File: src/rtl/hazard_pkg.sv
// hazard_pkg: shared encodings for the pipeline hazard controller.
//   - Write-back select encodings (WB_*) as seen in the E stage.
//   - Forwarding select encodings (FWD_*) driven to the EX operand muxes.
//   - Controller FSM state type.
package hazard_pkg;

    localparam logic [1:0] WB_ALU = 2'b00;
    localparam logic [1:0] WB_MEM = 2'b01;
    localparam logic [1:0] WB_PC4 = 2'b10;

    localparam logic [1:0] FWD_RF = 2'b00;
    localparam logic [1:0] FWD_W  = 2'b01;
    localparam logic [1:0] FWD_M  = 2'b10;

    typedef enum logic [1:0] {
        StRun     = 2'b00,
        StMemWait = 2'b01,
        StError   = 2'b10
    } hz_state_e;

endpackage

File: src/rtl/hazard_ctrl_if.sv
// hazard_ctrl_if: bundle between the datapath and the hazard controller.
//   Datapath -> controller: stage register indices, write enables, write-back
//     select, E-stage redirect, M-stage memory request/ready.
//   Controller -> datapath: Stall*/Flush* pipeline-register controls, EX
//     forwarding selects, sticky timeout error, performance counters.
// Modports:
//   master - the hazard controller (drives every stall/flush/forward signal).
//   slave  - the datapath side.
interface hazard_ctrl_if;

    logic [4:0]  rs1_D;
    logic [4:0]  rs2_D;
    logic [4:0]  rs1_E;
    logic [4:0]  rs2_E;
    logic [4:0]  rd_E;
    logic [4:0]  rd_M;
    logic [4:0]  rd_W;
    logic        write_enable_RF_E;
    logic        write_enable_RF_M;
    logic        write_enable_RF_W;
    logic [1:0]  write_back_E;
    logic        pc_src_E;
    logic        dmem_req_M;
    logic        dmem_ready_M;

    logic        StallF;
    logic        StallD;
    logic        StallE;
    logic        StallM;
    logic        FlushD;
    logic        FlushE;
    logic        FlushW;
    logic [1:0]  ForwardAE;
    logic [1:0]  ForwardBE;
    logic        mem_timeout_err;
    logic [31:0] load_use_cnt;
    logic [31:0] mem_wait_cnt;
    logic [31:0] redirect_cnt;

    modport master (
        input  rs1_D, rs2_D, rs1_E, rs2_E, rd_E, rd_M, rd_W,
        input  write_enable_RF_E, write_enable_RF_M, write_enable_RF_W,
        input  write_back_E, pc_src_E, dmem_req_M, dmem_ready_M,
        output StallF, StallD, StallE, StallM, FlushD, FlushE, FlushW,
        output ForwardAE, ForwardBE, mem_timeout_err,
        output load_use_cnt, mem_wait_cnt, redirect_cnt
    );

    modport slave (
        output rs1_D, rs2_D, rs1_E, rs2_E, rd_E, rd_M, rd_W,
        output write_enable_RF_E, write_enable_RF_M, write_enable_RF_W,
        output write_back_E, pc_src_E, dmem_req_M, dmem_ready_M,
        input  StallF, StallD, StallE, StallM, FlushD, FlushE, FlushW,
        input  ForwardAE, ForwardBE, mem_timeout_err,
        input  load_use_cnt, mem_wait_cnt, redirect_cnt
    );

endinterface

File: src/rtl/hazard_fwd_unit.sv
// hazard_fwd_unit: EX-stage forwarding select for one source operand.
// Ports:
//   rs_e_i          - source register of the instruction in E
//   rd_m_i, we_m_i  - destination / write enable of the instruction in M
//   rd_w_i, we_w_i  - destination / write enable of the instruction in W
//   fwd_o           - FWD_M, FWD_W or FWD_RF; M wins over W (younger value)
module hazard_fwd_unit
    import hazard_pkg::*;
(
    input  logic [4:0] rs_e_i,
    input  logic [4:0] rd_m_i,
    input  logic       we_m_i,
    input  logic [4:0] rd_w_i,
    input  logic       we_w_i,
    output logic [1:0] fwd_o
);

    always_comb begin
        fwd_o = FWD_RF;
        // x0 is never a real producer, so it must not forward.
        if (we_m_i && (rd_m_i != 5'd0) && (rd_m_i == rs_e_i)) begin
            fwd_o = FWD_M;
        end else if (we_w_i && (rd_w_i != 5'd0) && (rd_w_i == rs_e_i)) begin
            fwd_o = FWD_W;
        end
    end

endmodule

File: src/rtl/hazard_ctrl.sv
// hazard_ctrl: stall/flush/forward control for the 5-stage pipeline.
// Ports:
//   clk - clock, rising edge
//   rst - asynchronous active-high reset; while high all stalls are 0,
//         FlushD/E/W are 1 and forwarding selects are register-file
//   hz  - hazard_ctrl_if.master bundle (stage info in, controls out)
// Parameters:
//   MEM_TIMEOUT - consecutive memory-wait cycles that trip the watchdog (>= 2)
//   TO_W        - wait-counter width; 2**TO_W must exceed MEM_TIMEOUT
// Build option:
//   HAZARD_PERF_CNT_EN - when defined, builds three 32-bit wrapping counters
//   (load-use bubbles, freeze cycles, redirects); otherwise the counter
//   outputs are tied to 0.
module hazard_ctrl
    import hazard_pkg::*;
#(
    parameter int unsigned MEM_TIMEOUT = 64,
    parameter int unsigned TO_W        = 8
) (
    input  logic          clk,
    input  logic          rst,
    hazard_ctrl_if.master hz
);

    localparam logic [TO_W-1:0] TimeoutVal = TO_W'(MEM_TIMEOUT);

    hz_state_e       state_q, state_d;
    logic [TO_W-1:0] cnt_q, cnt_d;

    logic       lu;
    logic       mw;
    logic       resolve;       // RUN-style priority rules apply this cycle
    logic       freeze;        // whole pipe held while memory is busy
    logic       stall_all;     // watchdog tripped
    logic       redirect_fire;
    logic       lu_fire;
    logic [1:0] fwd_a;
    logic [1:0] fwd_b;

    hazard_fwd_unit u_fwd_a (
        .rs_e_i (hz.rs1_E),
        .rd_m_i (hz.rd_M),
        .we_m_i (hz.write_enable_RF_M),
        .rd_w_i (hz.rd_W),
        .we_w_i (hz.write_enable_RF_W),
        .fwd_o  (fwd_a)
    );

    hazard_fwd_unit u_fwd_b (
        .rs_e_i (hz.rs2_E),
        .rd_m_i (hz.rd_M),
        .we_m_i (hz.write_enable_RF_M),
        .rd_w_i (hz.rd_W),
        .we_w_i (hz.write_enable_RF_W),
        .fwd_o  (fwd_b)
    );

    assign lu = hz.write_enable_RF_E && (hz.write_back_E == WB_MEM) && (hz.rd_E != 5'd0) &&
                ((hz.rd_E == hz.rs1_D) || (hz.rd_E == hz.rs2_D));
    assign mw = hz.dmem_req_M && !hz.dmem_ready_M;

    always_ff @(posedge clk or posedge rst) begin
        if (rst) begin
            state_q <= StRun;
            cnt_q   <= '0;
        end else begin
            state_q <= state_d;
            cnt_q   <= cnt_d;
        end
    end

    always_comb begin
        state_d   = state_q;
        cnt_d     = cnt_q;
        resolve   = 1'b0;
        freeze    = 1'b0;
        stall_all = 1'b0;
        unique case (state_q)
            StRun: begin
                if (mw) begin
                    freeze  = 1'b1;
                    state_d = StMemWait;
                    cnt_d   = TO_W'(1);
                end else begin
                    resolve = 1'b1;
                end
            end
            StMemWait: begin
                // Once in the wait, only ready matters; the request is held by the freeze.
                if (!hz.dmem_ready_M) begin
                    freeze = 1'b1;
                    if (cnt_q != TimeoutVal) begin
                        cnt_d = cnt_q + 1'b1;
                    end
                    if (cnt_d >= TimeoutVal) begin
                        state_d = StError;
                    end
                end else begin
                    resolve = 1'b1;
                    state_d = StRun;
                    cnt_d   = '0;
                end
            end
            StError: begin
                stall_all = 1'b1;
            end
            default: begin
                state_d = StRun;
                cnt_d   = '0;
            end
        endcase
    end

    // Redirect squashes the load-use consumer, so it takes priority.
    assign redirect_fire = resolve && hz.pc_src_E;
    assign lu_fire       = resolve && !hz.pc_src_E && lu;

    always_comb begin
        hz.StallF          = freeze | stall_all | lu_fire;
        hz.StallD          = freeze | stall_all | lu_fire;
        hz.StallE          = freeze | stall_all;
        hz.StallM          = freeze | stall_all;
        hz.FlushD          = redirect_fire;
        hz.FlushE          = redirect_fire | lu_fire;
        hz.FlushW          = freeze;
        hz.ForwardAE       = fwd_a;
        hz.ForwardBE       = fwd_b;
        hz.mem_timeout_err = (state_q == StError);
        if (rst) begin
            hz.StallF          = 1'b0;
            hz.StallD          = 1'b0;
            hz.StallE          = 1'b0;
            hz.StallM          = 1'b0;
            hz.FlushD          = 1'b1;
            hz.FlushE          = 1'b1;
            hz.FlushW          = 1'b1;
            hz.ForwardAE       = FWD_RF;
            hz.ForwardBE       = FWD_RF;
            hz.mem_timeout_err = 1'b0;
        end
    end

`ifdef HAZARD_PERF_CNT_EN
    logic [31:0] lu_cnt_q;
    logic [31:0] mw_cnt_q;
    logic [31:0] rd_cnt_q;

    always_ff @(posedge clk or posedge rst) begin
        if (rst) begin
            lu_cnt_q <= '0;
            mw_cnt_q <= '0;
            rd_cnt_q <= '0;
        end else begin
            lu_cnt_q <= lu_cnt_q + 32'(lu_fire);
            mw_cnt_q <= mw_cnt_q + 32'(freeze);
            rd_cnt_q <= rd_cnt_q + 32'(redirect_fire);
        end
    end

    assign hz.load_use_cnt = lu_cnt_q;
    assign hz.mem_wait_cnt = mw_cnt_q;
    assign hz.redirect_cnt = rd_cnt_q;
`else
    assign hz.load_use_cnt = 32'd0;
    assign hz.mem_wait_cnt = 32'd0;
    assign hz.redirect_cnt = 32'd0;
`endif

endmodule

File: src/flat_wrapper.sv
// flat-port wrapper written by rule: the top's interface ports become plain ports
module hazard_ctrl_flat import hazard_pkg::*;
#(
    parameter int unsigned MEM_TIMEOUT = 64,
    parameter int unsigned TO_W        = 8
)
  (clk, rst, hz_rs1_D, hz_rs2_D, hz_rs1_E, hz_rs2_E, hz_rd_E, hz_rd_M, hz_rd_W, hz_write_enable_RF_E, hz_write_enable_RF_M, hz_write_enable_RF_W, hz_write_back_E, hz_pc_src_E, hz_dmem_req_M, hz_dmem_ready_M, hz_StallF, hz_StallD, hz_StallE, hz_StallM, hz_FlushD, hz_FlushE, hz_FlushW, hz_ForwardAE, hz_ForwardBE, hz_mem_timeout_err, hz_load_use_cnt, hz_mem_wait_cnt, hz_redirect_cnt);
  hazard_ctrl_if hz_i ();
  input  logic clk;
  input  logic rst;
  input wire logic [$bits(hz_i.rs1_D)-1:0] hz_rs1_D;
  input wire logic [$bits(hz_i.rs2_D)-1:0] hz_rs2_D;
  input wire logic [$bits(hz_i.rs1_E)-1:0] hz_rs1_E;
  input wire logic [$bits(hz_i.rs2_E)-1:0] hz_rs2_E;
  input wire logic [$bits(hz_i.rd_E)-1:0] hz_rd_E;
  input wire logic [$bits(hz_i.rd_M)-1:0] hz_rd_M;
  input wire logic [$bits(hz_i.rd_W)-1:0] hz_rd_W;
  input wire logic [$bits(hz_i.write_enable_RF_E)-1:0] hz_write_enable_RF_E;
  input wire logic [$bits(hz_i.write_enable_RF_M)-1:0] hz_write_enable_RF_M;
  input wire logic [$bits(hz_i.write_enable_RF_W)-1:0] hz_write_enable_RF_W;
  input wire logic [$bits(hz_i.write_back_E)-1:0] hz_write_back_E;
  input wire logic [$bits(hz_i.pc_src_E)-1:0] hz_pc_src_E;
  input wire logic [$bits(hz_i.dmem_req_M)-1:0] hz_dmem_req_M;
  input wire logic [$bits(hz_i.dmem_ready_M)-1:0] hz_dmem_ready_M;
  output wire logic [$bits(hz_i.StallF)-1:0] hz_StallF;
  output wire logic [$bits(hz_i.StallD)-1:0] hz_StallD;
  output wire logic [$bits(hz_i.StallE)-1:0] hz_StallE;
  output wire logic [$bits(hz_i.StallM)-1:0] hz_StallM;
  output wire logic [$bits(hz_i.FlushD)-1:0] hz_FlushD;
  output wire logic [$bits(hz_i.FlushE)-1:0] hz_FlushE;
  output wire logic [$bits(hz_i.FlushW)-1:0] hz_FlushW;
  output wire logic [$bits(hz_i.ForwardAE)-1:0] hz_ForwardAE;
  output wire logic [$bits(hz_i.ForwardBE)-1:0] hz_ForwardBE;
  output wire logic [$bits(hz_i.mem_timeout_err)-1:0] hz_mem_timeout_err;
  output wire logic [$bits(hz_i.load_use_cnt)-1:0] hz_load_use_cnt;
  output wire logic [$bits(hz_i.mem_wait_cnt)-1:0] hz_mem_wait_cnt;
  output wire logic [$bits(hz_i.redirect_cnt)-1:0] hz_redirect_cnt;
  assign hz_i.rs1_D = hz_rs1_D;
  assign hz_i.rs2_D = hz_rs2_D;
  assign hz_i.rs1_E = hz_rs1_E;
  assign hz_i.rs2_E = hz_rs2_E;
  assign hz_i.rd_E = hz_rd_E;
  assign hz_i.rd_M = hz_rd_M;
  assign hz_i.rd_W = hz_rd_W;
  assign hz_i.write_enable_RF_E = hz_write_enable_RF_E;
  assign hz_i.write_enable_RF_M = hz_write_enable_RF_M;
  assign hz_i.write_enable_RF_W = hz_write_enable_RF_W;
  assign hz_i.write_back_E = hz_write_back_E;
  assign hz_i.pc_src_E = hz_pc_src_E;
  assign hz_i.dmem_req_M = hz_dmem_req_M;
  assign hz_i.dmem_ready_M = hz_dmem_ready_M;
  assign hz_StallF = hz_i.StallF;
  assign hz_StallD = hz_i.StallD;
  assign hz_StallE = hz_i.StallE;
  assign hz_StallM = hz_i.StallM;
  assign hz_FlushD = hz_i.FlushD;
  assign hz_FlushE = hz_i.FlushE;
  assign hz_FlushW = hz_i.FlushW;
  assign hz_ForwardAE = hz_i.ForwardAE;
  assign hz_ForwardBE = hz_i.ForwardBE;
  assign hz_mem_timeout_err = hz_i.mem_timeout_err;
  assign hz_load_use_cnt = hz_i.load_use_cnt;
  assign hz_mem_wait_cnt = hz_i.mem_wait_cnt;
  assign hz_redirect_cnt = hz_i.redirect_cnt;
  hazard_ctrl #(.MEM_TIMEOUT(MEM_TIMEOUT), .TO_W(TO_W)) u_core (.clk(clk), .rst(rst), .hz(hz_i));
endmodule
File: config.mk
export PLATFORM = sky130hd
export DESIGN_NAME = hazard_ctrl_flat
export DESIGN_NICKNAME = d
export VERILOG_FILES = /design/src/rtl/hazard_pkg.sv /design/src/rtl/hazard_ctrl_if.sv /design/src/rtl/hazard_fwd_unit.sv /design/src/rtl/hazard_ctrl.sv /design/src/flat_wrapper.sv
export SDC_FILE = /design/constraint.sdc
export NUM_CORES = 1
export LEC_CHECK = 0
export ABC_AREA = 1
export BUFFER_PORTS_ARGS = -buffer_cell sky130_fd_sc_hd__clkbuf_2
export CELL_PAD_IN_SITES_DETAIL_PLACEMENT = 1
export CELL_PAD_IN_SITES_GLOBAL_PLACEMENT = 2
export CORE_MARGIN = 2
export CORE_UTILIZATION = 20
export DETAILED_ROUTE_END_ITERATION = 8
export GPL_TIMING_DRIVEN = 0
export PLACE_DENSITY = 0.95
export SYNTH_ARGS = -nofsm -noshare
export SYNTH_HDL_FRONTEND = slang
export SYNTH_SLANG_ARGS = --single-unit
File: constraint.sdc
create_clock -name clk -period 2.1 [get_ports clk]
set_clock_uncertainty 0.15 [all_clocks]
set_input_delay 0.21 -clock clk [delete_from_list [all_inputs] [get_ports clk]]
set_output_delay 0.21 -clock clk [all_outputs]
set_load 0.05 [all_outputs]
Yosys cells after proc, flatten, opt, wreduce, memory -nomap -nowiden --
Cells that the tools add are included.
Word-level totals: bits in registers 10, input port bits 45, logic and storage cells 71
Operators by class: add/subtract/negate cells 1, magnitude comparators 1, equal/unequal tests 12, multiplexer cells 29, bitwise operators 4, reduce and logical (&&, ||, !) cells 22
Operators with widths (count):
- $mux W8 | 5
- $eq A5 B5 Y1 | 6
- $pmux W8 S3 | 1
- $reduce_bool A5 Y1 | 3
- $mux W2 | 7
- $logic_and A1 B1 Y1 | 13
- $mux W1 | 13
- $add A8 B1 Y8 const B | 1
- $ge A8 B7 Y1 const B | 1
- $ne A8 B7 Y1 const B | 1
- $pmux W2 S3 | 1
- $eq A2 B1 Y1 const B | 2
- $pmux W1 S2 | 2
- $ne A3 B2 Y1 const B | 1
- $or A1 B1 Y1 | 3
- $reduce_and A3 Y1 | 1
- $eq A2 B2 Y1 const B | 1
- $logic_not A1 Y1 | 2
- $logic_not A2 Y1 | 1
- $ne A2 B1 Y1 const B | 1
- $reduce_and A2 Y1 | 1
- $logic_or A1 B1 Y1 | 1
- $not A1 Y1 | 1

Depth between registers and ports, before layout --
word-level depth 8, mapped depth 9, mapped depth without buffers 8

Cells and area by module --
Synthesis repeated with hierarchy kept, for this count alone.
Second synthesis, totals: cell total of the unflattened synthesis 353, area total of the unflattened synthesis 2098.3 um^2
By module, submodules not included:
- hazard_ctrl | instances 1, cells each 253, area an instance 1670.4 um^2
- hazard_fwd_unit | instances 2, cells each 50, area an instance 214.0 um^2

Worst setup path before layout --
OpenSTA, ideal clock, no wires.
path kind in2out, start point input rst, end point output hz_ForwardBE[0], arrival 1638 ps, setup slack 102 ps, stages 5, buffers on the path 0, cell sequence inv_1 o21ai_0 a21oi_1 nand3_1 a21oi_1
On the way: cells in the longest elaborated chain, start to end 1
RTL lines:
- start: declaration | line flat_wrapper.sv:10 | input logic rst;
- $mux W2 | line hazard_ctrl.sv:129 | if (rst) begin
- end: declaration | line flat_wrapper.sv:33 | output wire logic [$bits(hz_i.ForwardBE)-1:0] hz_ForwardBE;
No other way between the ends.

Worst setup path in the final report --
start point register u_core.state_q[1], end point output hz_StallM
On the way: cells in the longest elaborated chain, start to end 4, elaborated cells on any way between the ends 7, those cells by class 2 x eq/ne; 3 x mux; 1 x bitwise; 1 x reduce/logical
RTL lines:
- start: declaration | line hazard_ctrl.sv:27 | hz_state_e state_q, state_d;
- start signal: assignment | line hazard_ctrl.sv:64 | state_q <= StRun;
- start signal: assignment | line hazard_ctrl.sv:67 | state_q <= state_d;
- $eq A2 B1 Y1, or another cell as far along | line hazard_ctrl.sv:78 | unique case (state_q)
- $pmux W1 S2 or $mux W1 (tied branches) | line hazard_ctrl.sv:78
- $or A1 B1 Y1 * | line hazard_ctrl.sv:122 | hz.StallM = freeze | stall_all;
- $mux W1 * | line hazard_ctrl.sv:129
- end: declaration | line flat_wrapper.sv:28 | output wire logic [$bits(hz_i.StallM)-1:0] hz_StallM;
Mark *: on every way between the ends. The rest lies on a longest branch, timed or not.

==> flow_metrics.tcl <==
set metrics [dict create \
    fp.coreArea_mm2 0.00959 \
    rsz0062_at_grt "true" \
    viasPerCell 3.46 \
    area_growth_pct 45.9 \
    path_class "flop to output pin" \
    synth.area.mux_share_pct 0 \
    dieHeight_um 103 \
    grt_pass1_vias 1881 \
    grt_overflow 0 \
    status "complete, no violations" \
    cap_violations 0 \
    routedWlPerCell_um 9.08 \
    yosys.cell_count.top_type "buf_4" \
    yosys_warnings 0 \
    r2r_slack_ns 0.58 \
    grt_pass1_wl_mm 8.08 \
    portBuffers 56 \
    period_share_pct 93.4 \
    setup_viol 0 \
    p_total_mw 1.18 \
    final_nets 508 \
    synth_compound_area_share_pct 4.95 \
    relSlewSlack_pct 65.0 \
    ir_worst_vdd_mv 0.180 \
    drcViolationCount 0 \
    cp_data_required_time_ns 1.74 \
    worst_slew_pin_slew_ns 0.523 \
    synthDistinctLibCells 24 \
    num_vias 2049 \
    hold_ws_ns 0.180 \
    async_flop_share_pct 100 \
    synth_adder_area_share_pct 1.28 \
    crit_path_start_kind "flop" \
    gp_congestion 0.738 \
    yosys.area_share.xor_xnor_pct 9.44 \
    avgSynthCellArea_um2 6.45 \
    leakage_nw 1.74 \
    wl_mm 5.38 \
    path_clk_slew_ns 0.05 \
    post-place-ws_ns 0.0155 \
    synthSimpleGateAreaFrac_pct 27.4 \
    drive_above_1_share_pct 38.3 \
    grt_antenna_before_repair 0 \
    antenna_cells 0 \
    power_density_mw_per_mm2 416 \
    grt_start_max_net_pins 11 \
    clock_sinks 10 \
    period_minus_slack_ns 1.96 \
    fmax_mhz 510 \
    drt_iter0_markers 58 \
    clock_latency_ns 0.25 \
    place_hpwl_mm 4.85 \
    critPathMaxFanout 4 \
    cts-htree-levels 1 \
    synth_edf_count 0 \
    synth_top_family_by_area "buffers and inverters" \
    grtUsageTotal_pct 9.50 \
    ioPinCount 153 \
    syn_area_mm2 0.00195 \
    die_w_um 103 \
    synth_top_area_cell "buf_4" \
    maxSlewViolCount 0 \
    synth-seq-cells 10 \
    yosys-top-cells-count "buf_4 (98), nand2_1 (58), nor2_1 (28)" \
    synthTopCellsByArea "buf_4 (38%), dfrtp_1 (13%), nand2_1 (11%)" \
    syn_inst 302 \
    root_buffer "clkbuf_8" \
    numCtsBuffers 3 \
    clockBufferDepth 2 \
    postRouteAntennaNets 0 \
    rows 36 \
    post-synth-top-area-fraction_pct 37.8 \
    hold_path_class "input port to flop" \
    start_util_pct 20.3 \
    finalWorstSetupSlack_ns 0.138 \
    fillers 1312 \
    synth_flop_cell "dfrtp_1" \
    cts_tree "done" \
    worstSetupEndpointType "output pin" \
    drt_pass1_iterations 4 \
    finalHoldViolCount 0 \
    seq_area_frac_synth_pct 12.8 \
    die-area_mm2 0.0105 \
    worst_ep_arrival_time_ns 1.60 \
]
registers in the layout, summed over array words and instances, names as in the netlist:
register	cells
u_core.cnt_q	8
u_core.state_q	2
kinds of logic after synthesis:
family / Yosys count
adders and majority gates: 2
xor gates and xnor gates: 21
buffers and inverters: 129
other: 1
and+or+nand+nor: 121
DFF: 10
AOI/OAI and AO/OA: 18
path summary, 6_finish.rpt:
path                                                    start                       endpoint  cells past startpoint
max in group asynchronous                                 rst  u_core.state_q[1]$_DFFE_PP0P_                      3
min in group asynchronous                                 rst    u_core.cnt_q[1]$_DFFE_PP0P_                      3
worst max register to register    u_core.cnt_q[0]$_DFFE_PP0P_    u_core.cnt_q[5]$_DFFE_PP0P_                      7
worst min-delay path                          hz_dmem_ready_M    u_core.cnt_q[3]$_DFFE_PP0P_                      4
worst min register to register    u_core.cnt_q[0]$_DFFE_PP0P_    u_core.cnt_q[0]$_DFFE_PP0P_                      2
worst max-delay path            u_core.state_q[1]$_DFFE_PP0P_                      hz_StallM                      7
routing by layer:
metal	up-vias	part of all wire [%]	global-route usage, %
li1	1051	-	-
met2	88	51	17.6
met3	5	9.7	2.31
met1	905	37	10.1
met5	-	0	0
met4	0	1.7	4.31
through the flow:
| step | cell area, um2 | util (%) | cells | setup TNS, ns |
|---|---|---|---|---|
| 2_1_floorplan | 2300 | - | 397 | 0 |
| 3_3_place_gp | 2750 | 28.7 | 586 | 0 |
| 3_5_place_dp | 2750 | 28.7 | 586 | 0 |
| 4_1_cts | 2820 | 29.4 | 591 | 0 |
| 5_1_grt | 2840 | 29.6 | 593 | -0.0132 |
| 6_report | 2840 | 29.6 | 593 | 0 |
cells in the final DEF (no fill, tap or decap), types with 7 or more instances in the layout:
cell type    n
inv_1       26
conb_1      96
dfrtp_1      9
buf_4      100
o21ai_0      7
nand3_1     20
nand2_1     58
xnor2_1     20
clkbuf_2    53
nor2_1      28
critical path, cell delays in order, from the launching register on:
cell,delay (ns)
dfrtp_2,0.44
nor2_2,0.15
nand3_1,0.17
nand3_1,0.11
nand2_1,0.07
inv_1,0.07
buf_4,0.09
buf_2,0.25
what timing repair did:
item / CTS / global route
setup buffers: 0 / 2
pin swaps: 0 / 1
endpoints found under the hold margin: 10 / 0
setup endpoints to repair: 1 / 4
resized for setup: 1 / 6
hold buffers: 1 / 0
report_power, final:
part	leakage (nW)	total, mW	switching (mW)	internal (mW)
sequential	0.103	0.193	0	0.193
clock	0.0288	0.260	0.0941	0.166
combinational	1.61	0.728	0.520	0.207
total	1.74	1.18	0.614	0.567
area by class of cell:
cell class | instances | area [um2] | share of cell area (%)
multi-input combinational | 258 | 1200 | 42.2
clock buffer | 4 | 55.1 | 1.94
sequential | 10 | 251 | 8.85
timing repair buffer | 59 | 314 | 11.1
buffer | 98 | 736 | 25.9
tap | 133 | 166 | 5.86
inverter | 31 | 119 | 4.18
No activity file was read; power rests on OpenSTA's default activity.
